<file path="src/rtl/note_sequencer_if.sv">
// Bus between the note sequencer, its keyboard/control source, the song ROM
// and the buzzer. The sequencer side uses the master modport.
//
// Handshake semantics: start and stop are single-cycle pulses with no
// back-pressure; they are acted on at the clock edge where they are high.
// rom_data is the synchronous ROM output for the rom_addr presented one
// cycle earlier. note, rom_addr, beat are registered; playing and dbg_state
// are decoded straight from the state register.
interface note_sequencer_if #(
    parameter int ADDR_W = 5
);
    logic              start;
    logic              stop;
    logic [6:0]        key_note;
    logic [11:0]       rom_data;
    logic [ADDR_W-1:0] rom_addr;
    logic [6:0]        note;
    logic              playing;
    logic              beat;
    logic [2:0]        dbg_state;

    modport master (
        input  start, stop, key_note, rom_data,
        output rom_addr, note, playing, beat, dbg_state
    );

    modport slave (
        output start, stop, key_note, rom_data,
        input  rom_addr, note, playing, beat, dbg_state
    );
endinterface

</file>
<file path="src/rtl/note_sequencer.sv">
// Playback controller for the buzzer: free play from the keyboard in IDLE,
// otherwise steps through a song ROM with per-note durations and a silent
// gap after every song note so repeated notes re-articulate.
// Optional feature macro: LIVE_OVERRIDE_EN (a valid key pressed during
// PLAY/GAP replaces the song note on the output without disturbing timing).
module note_sequencer #(
    parameter int CLK_DIV    = 12_500_000,
    parameter int GAP_CYCLES = 2_500_000,
    parameter int ADDR_W     = 5,
    parameter int NOTE_MAX   = 21
) (
    input  logic              clk,
    input  logic              rst,
    note_sequencer_if.master  bus
);
    localparam int TICK_W = (CLK_DIV > 1) ? $clog2(CLK_DIV) : 1;
    localparam int GAP_W  = (GAP_CYCLES > 1) ? $clog2(GAP_CYCLES) : 1;
    localparam logic [TICK_W-1:0] TICK_LAST = TICK_W'(CLK_DIV - 1);
    localparam logic [GAP_W-1:0]  GAP_LAST  = GAP_W'(GAP_CYCLES - 1);

    typedef enum logic [2:0] {
        IDLE  = 3'd0,
        FETCH = 3'd1,
        LOAD  = 3'd2,
        PLAY  = 3'd3,
        GAP   = 3'd4
    } state_e;

    state_e            state_q, state_d;
    logic [6:0]        note_q, note_d;
    logic [ADDR_W-1:0] addr_q, addr_d;
    logic              beat_q, beat_d;
    logic [TICK_W-1:0] tick_q, tick_d;
    logic [3:0]        beats_q, beats_d;
    logic [GAP_W-1:0]  gap_q, gap_d;

    // Song ROM entry fields.
    logic       ent_end;
    logic [3:0] ent_dur;
    logic [6:0] ent_note;
    assign ent_end  = bus.rom_data[11];
    assign ent_dur  = bus.rom_data[10:7];
    assign ent_note = bus.rom_data[6:0];

    // Out-of-range note indices are played as a rest.
    function automatic logic [6:0] clamp_note(input logic [6:0] n);
        return (n > 7'(NOTE_MAX)) ? 7'd0 : n;
    endfunction

`ifdef LIVE_OVERRIDE_EN
    logic [6:0] song_q, song_d;
    logic       key_valid;
    assign key_valid = (bus.key_note != 7'd0) && (bus.key_note <= 7'(NOTE_MAX));
`endif

    // State and datapath registers; reset wins over every input.
    always_ff @(posedge clk) begin
        if (rst) begin
            state_q <= IDLE;
            note_q  <= '0;
            addr_q  <= '0;
            beat_q  <= 1'b0;
            tick_q  <= '0;
            beats_q <= '0;
            gap_q   <= '0;
        end else begin
            state_q <= state_d;
            note_q  <= note_d;
            addr_q  <= addr_d;
            beat_q  <= beat_d;
            tick_q  <= tick_d;
            beats_q <= beats_d;
            gap_q   <= gap_d;
        end
    end

`ifdef LIVE_OVERRIDE_EN
    // Current song note, so the output can fall back to it on key release.
    always_ff @(posedge clk) begin
        if (rst) song_q <= '0;
        else     song_q <= song_d;
    end
`endif

    // Next-state and datapath decode; stop beats start, both beat normal flow.
    always_comb begin
        state_d = state_q;
        note_d  = note_q;
        addr_d  = addr_q;
        beat_d  = 1'b0;
        tick_d  = tick_q;
        beats_d = beats_q;
        gap_d   = gap_q;
`ifdef LIVE_OVERRIDE_EN
        song_d  = song_q;
`endif
        case (state_q)
            IDLE: begin
                note_d = clamp_note(bus.key_note);
                if (bus.start && !bus.stop) begin
                    addr_d  = '0;
                    note_d  = '0;
                    state_d = FETCH;
                end
            end
            FETCH: begin
                note_d  = '0;
                state_d = LOAD;
            end
            LOAD: begin
                if (ent_end || (ent_dur == 4'd0)) begin
                    note_d  = '0;
                    state_d = IDLE;
                end else begin
                    note_d  = clamp_note(ent_note);
`ifdef LIVE_OVERRIDE_EN
                    song_d  = clamp_note(ent_note);
`endif
                    beats_d = ent_dur;
                    tick_d  = '0;
                    beat_d  = 1'b1;
                    state_d = PLAY;
                end
            end
            PLAY: begin
`ifdef LIVE_OVERRIDE_EN
                note_d = key_valid ? bus.key_note : song_q;
`endif
                if (tick_q == TICK_LAST) begin
                    tick_d  = '0;
                    beats_d = beats_q - 4'd1;
                    if (beats_q == 4'd1) begin
`ifdef LIVE_OVERRIDE_EN
                        note_d = key_valid ? bus.key_note : 7'd0;
`else
                        note_d = '0;
`endif
                        gap_d   = '0;
                        state_d = GAP;
                    end
                end else begin
                    tick_d = tick_q + 1'b1;
                end
            end
            GAP: begin
`ifdef LIVE_OVERRIDE_EN
                note_d = key_valid ? bus.key_note : 7'd0;
`else
                note_d = '0;
`endif
                if (gap_q == GAP_LAST) begin
                    gap_d  = '0;
                    note_d = '0;
                    if (addr_q == {ADDR_W{1'b1}}) begin
                        addr_d  = '0;
                        state_d = IDLE;
                    end else begin
                        addr_d  = addr_q + 1'b1;
                        state_d = FETCH;
                    end
                end else begin
                    gap_d = gap_q + 1'b1;
                end
            end
            default: begin
                state_d = IDLE;
                note_d  = '0;
            end
        endcase

        if (state_q != IDLE) begin
            if (bus.stop) begin
                state_d = IDLE;
                note_d  = '0;
                addr_d  = '0;
                beat_d  = 1'b0;
            end else if (bus.start) begin
                state_d = FETCH;
                note_d  = '0;
                addr_d  = '0;
                beat_d  = 1'b0;
            end
        end
    end

    assign bus.rom_addr  = addr_q;
    assign bus.note      = note_q;
    assign bus.beat      = beat_q;
    assign bus.playing   = (state_q != IDLE);
    assign bus.dbg_state = state_q;
endmodule

</file>
<file path="src/flat_wrapper.sv">
// flat-port wrapper written by rule: the top's interface ports become plain ports
module note_sequencer_flat 
#(
    parameter int CLK_DIV    = 12_500_000,
    parameter int GAP_CYCLES = 2_500_000,
    parameter int ADDR_W     = 5,
    parameter int NOTE_MAX   = 21
)
  (clk, rst, bus_start, bus_stop, bus_key_note, bus_rom_data, bus_rom_addr, bus_note, bus_playing, bus_beat, bus_dbg_state);
  note_sequencer_if #(.ADDR_W(ADDR_W)) bus_i ();
  input  logic clk;
  input  logic rst;
  input wire logic [$bits(bus_i.start)-1:0] bus_start;
  input wire logic [$bits(bus_i.stop)-1:0] bus_stop;
  input wire logic [$bits(bus_i.key_note)-1:0] bus_key_note;
  input wire logic [$bits(bus_i.rom_data)-1:0] bus_rom_data;
  output wire logic [$bits(bus_i.rom_addr)-1:0] bus_rom_addr;
  output wire logic [$bits(bus_i.note)-1:0] bus_note;
  output wire logic [$bits(bus_i.playing)-1:0] bus_playing;
  output wire logic [$bits(bus_i.beat)-1:0] bus_beat;
  output wire logic [$bits(bus_i.dbg_state)-1:0] bus_dbg_state;
  assign bus_i.start = bus_start;
  assign bus_i.stop = bus_stop;
  assign bus_i.key_note = bus_key_note;
  assign bus_i.rom_data = bus_rom_data;
  assign bus_rom_addr = bus_i.rom_addr;
  assign bus_note = bus_i.note;
  assign bus_playing = bus_i.playing;
  assign bus_beat = bus_i.beat;
  assign bus_dbg_state = bus_i.dbg_state;
  note_sequencer #(.CLK_DIV(CLK_DIV), .GAP_CYCLES(GAP_CYCLES), .ADDR_W(ADDR_W), .NOTE_MAX(NOTE_MAX)) u_core (.clk(clk), .rst(rst), .bus(bus_i));
endmodule
</file>
<file path="config.mk">
export PLATFORM = sky130hd
export DESIGN_NAME = note_sequencer_flat
export DESIGN_NICKNAME = d
export VERILOG_FILES = /design/src/rtl/note_sequencer_if.sv /design/src/rtl/note_sequencer.sv /design/src/flat_wrapper.sv
export SDC_FILE = /design/constraint.sdc
export NUM_CORES = 1
export LEC_CHECK = 0
export CAP_MARGIN = 20
export CORE_ASPECT_RATIO = 0.7
export CORE_MARGIN = 1
export CORE_UTILIZATION = 35
export DETAILED_ROUTE_END_ITERATION = 12
export MAX_ROUTING_LAYER = met4
export PLACE_DENSITY_LB_ADDON = 0.25
export RECOVER_POWER = 50
export SYNTH_ARGS = -nofsm -noshare
export SYNTH_HDL_FRONTEND = slang
export SYNTH_SLANG_ARGS = --single-unit
</file>
<file path="constraint.sdc">
create_clock -name clk -period 2.8 [get_ports clk]
set_clock_uncertainty 0.1 [all_clocks]
set_input_delay 0.28 -clock clk [delete_from_list [all_inputs] [get_ports clk]]
set_output_delay 0.28 -clock clk [all_outputs]
set_load 0.05 [all_outputs]
</file>
==> impl_metrics.ini <==
[sta]
final_max_slew_viol_count = 0
rsz0062_at_grt = false
fin_crit_sh_pct = 89.85
fmax_ghz = 0.3975
fin_crit_ns = 2.516
slew_headroom_pct = 34.62
tightest_slew_ns = 0.9705
finalHoldViolations = 0
tns_ns = 0
setup_viol = 0

[setup_path]
r2r-start = u_core.tick_q[0]$_SDFFE_PP0P_
rr_worst_depth = 7
crit_path_start_kind = flip-flop
cp_max_fo = 13
ff2ff_setup_slack_ns = 0.28
crit_required_ns = 2.92
critPathCaptureType = flip-flop
arrival_ns = 2.63
crit_start = u_core.tick_q[0]$_SDFFE_PP0P_
endpoint = u_core.gap_q[15]$_SDFFE_PP0P_
r2r-end = u_core.gap_q[15]$_SDFFE_PP0P_
worstSetupPathType = reg -> reg

[cts]
cts.sinks = 66
cts.clk_slew.worst_paths_ns = 0.05
clk-insertion-delay-late_ns = 0.33
clock_tree.root_cell = clkbuf_16
postCtsSetupBuffers = 0
clockBufferDepth = 2
cts_tree = done
h-tree-depth = 3
cts_made_buffers = 9

[global_route]
globalRouteTotalUtil_pct = 19.86
overflow = 0
grt_pass1_vias = 3108
grt_antenna_before_repair = 0
grt_pass1_wl_um = 15930
grt_max_degree = 19

[floorplanning]
die-area_um2 = 10430
ios = 40
die_y_um = 85.77
core_area_um2 = 9722
die-width_um = 121.7
initial_utilization_pct = 36.09
rows = 30

[synthesis]
synthTopCellsByArea = dfxtp_1 38%, a21oi_1 4.4%, nand3_1 3.9%
synth_compound_area_share_pct = 24.89
ys_warn_count = 0
async_flop_share_pct = 0
synth-seq-area-share_pct = 37.66
synth_xor_xnor_area_share_pct = 0.9986
synthFlopType = dfxtp_1
synth_edf_count = 0
yosys.area.top_type_share_pct = 37.66
syn_avg_cell_area_um2 = 8.353
synth_seq_cells = 66
syn_area_um2 = 3508
synth_cell_types = 61
synthMuxAreaShare_pct = 0.8559
syn-num-nets = 449
synth_top_family_by_area = simple AND/OR/NAND/NOR gates
syn_inst = 420
synthAdderAreaFrac_pct = 2.140
synth_simple_gate_area_share_pct = 30.28
yosysTopAreaCell = dfxtp_1

[placement]
gp_congestion = 0.9053
numPlacedInstances = 584
dp_hpwl_um = 7016
port_buffers = 39

[layout]
antenna_cells = 0
stdcell_count = 600
nets = 496
area_growth_pct = 24.18
layout-drive-gt1-share_pct = 6.992

[route]
wl_um = 9724
ant_nets = 0
wl_per_cell_um = 16.21
drtIter0Drc = 281
dr.pass1.iters = 9
avgViaCountPerCell = 5.905
drc = 1
vias = 3543

[status]
failed_checks = design-rule violations
status = finished, violations left

[run]
maxCapViolCount = 0

[power]
power.leakage_uw = 0.001550
powerDensity_nw_per_um2 = 498.8
ir_drop_mv = 0.2781

[hold_path]
hold_class = reg -> reg
-- flip-flops by register name, summed over array words and instances (netlist names) --
name,count
u_core.tick_q,24
u_core.gap_q,22
u_core.bus.note,7
u_core.bus.rom_addr,5
u_core.beats_q,4
u_core.bus.dbg_state,3
u_core.bus.beat,1
-- worst min path at each step --
stage	startpoint	endpoint	slack, ns	cells after the start
after floorplan	bus_stop	u_core.bus.dbg_state[0]$_SDFF_PP0_	0.25	1
after global placement	u_core.bus.note[6]$_SDFF_PP0_	u_core.bus.note[6]$_SDFF_PP0_	0.35	1
after detailed placement	u_core.bus.note[0]$_SDFF_PP0_	u_core.bus.note[0]$_SDFF_PP0_	0.35	1
after CTS	u_core.bus.note[5]$_SDFF_PP0_	u_core.bus.note[5]$_SDFF_PP0_	0.37	1
after global routing	u_core.bus.note[3]$_SDFF_PP0_	u_core.bus.note[3]$_SDFF_PP0_	0.39	1
final	u_core.bus.note[5]$_SDFF_PP0_	u_core.bus.note[5]$_SDFF_PP0_	0.36	1
-- kinds of logic after synthesis --
kind of cell | count (synthesis)
xor gates and xnor gates | 4
buffers and inverters | 26
and+or+nand+nor | 187
AOI/OAI and AO/OA | 128
muxes | 3
DFF | 66
adders and majority gates | 6
-- stage by stage --
| stage | utilization [%] | hold slack, ns | power (uW) | instance area, um^2 | setup slack (ns) |
|---|---|---|---|---|---|
| after floorplan | - | 0.2521 | 1032 | 3508 | 0.4171 |
| after detailed placement | 41.99 | 0.3543 | 1100 | 4083 | 0.2593 |
| after global routing | 44.81 | 0.3906 | 2256 | 4357 | 0.1363 |
| after global placement | 41.99 | 0.3451 | 1099 | 4083 | 0.3558 |
| final | 44.81 | 0.3583 | 2173 | 4357 | 0.2843 |
| after CTS | 44.88 | 0.3698 | 2203 | 4363 | 0.2534 |
-- layer usage --
layer	vias up	track usage, %	wire, um
met1	1693	28.93	5156
met4	0	5.836	104
met5	-	-	0
met2	106	26.24	3819
li1	1731	-	-
met3	13	5.120	643
-- worst max-delay path, cell delays in order, from the launching register on --
cell     delay [ns]
dfxtp_1        0.38
ha_1           0.22
and4_1         0.27
and4_1         0.49
a21oi_2        0.23
and2_1         0.22
buf_4          0.19
a211o_1        0.30
-- power breakdown --
group / switching, uW / internal (uW)
Clock: 406 / 687
Sequential: 5.17 / 944
Combinational: 73.4 / 56.9
Total: 485 / 1690
-- Yosys cell counts, drive strengths merged, types with 3 or more instances --
library cell / count
a211o: 10
a211oi: 3
a21o: 6
a21oi: 32
a22o: 3
a22oi: 7
a311oi: 6
a31oi: 10
and2: 6
and3: 11
and4: 8
buf: 8
clkbuf: 8
dfxtp: 66
ha: 6
inv: 9
mux2i: 3
nand2: 28
nand2b: 5
nand3: 27
nand3b: 3
nand4: 17
nor2: 22
nor2b: 4
nor3: 20
nor3b: 3
nor4: 7
nor4b: 4
o211ai: 4
o21ai: 27
o2bb2ai: 5
o31ai: 3
or3: 10
or3b: 3
-- layout make-up --
class	count	area [um^2]
Clock inverter	3	40.04
Tap cell	128	160.2
Fill cell	962	5365
Inverter	10	37.54
Sequential cell	66	1321
Clock buffer	13	240.2
Timing Repair Buffer	52	480.5
Multi-Input combinational cell	328	2077
-- repair_timing --
action,4_1_cts,5_1_grt
endpoints found under the setup margin,0,1
hold buffers,0,0
resized for setup,0,1
-- layout by cell type, fill, tap and decap left out, drive strengths merged, types with 3 or more instances in the layout --
cell type and n:
dfxtp 66, a21oi 32, nand2 28, nand3 27, o21ai 27, clkdlybuf4s50 23
nor2 22, nor3 20, nand4 17, dlygate4sd3 16, clkbuf 15, and3 11
buf 11, a211o 10, a31oi 10, or3 10, inv 9, and4 8
a22oi 7, nor4 7, a21o 6, a311oi 6, ha 6, and2 6
o2bb2ai 5, nand2b 5, nor2b 4, nor4b 4, o211ai 4, nor3b 3
nand3b 3, a22o 3, mux2i 3, o31ai 3, or3b 3, a211oi 3
clkinv 3
Power figures use the tool's default switching activity.
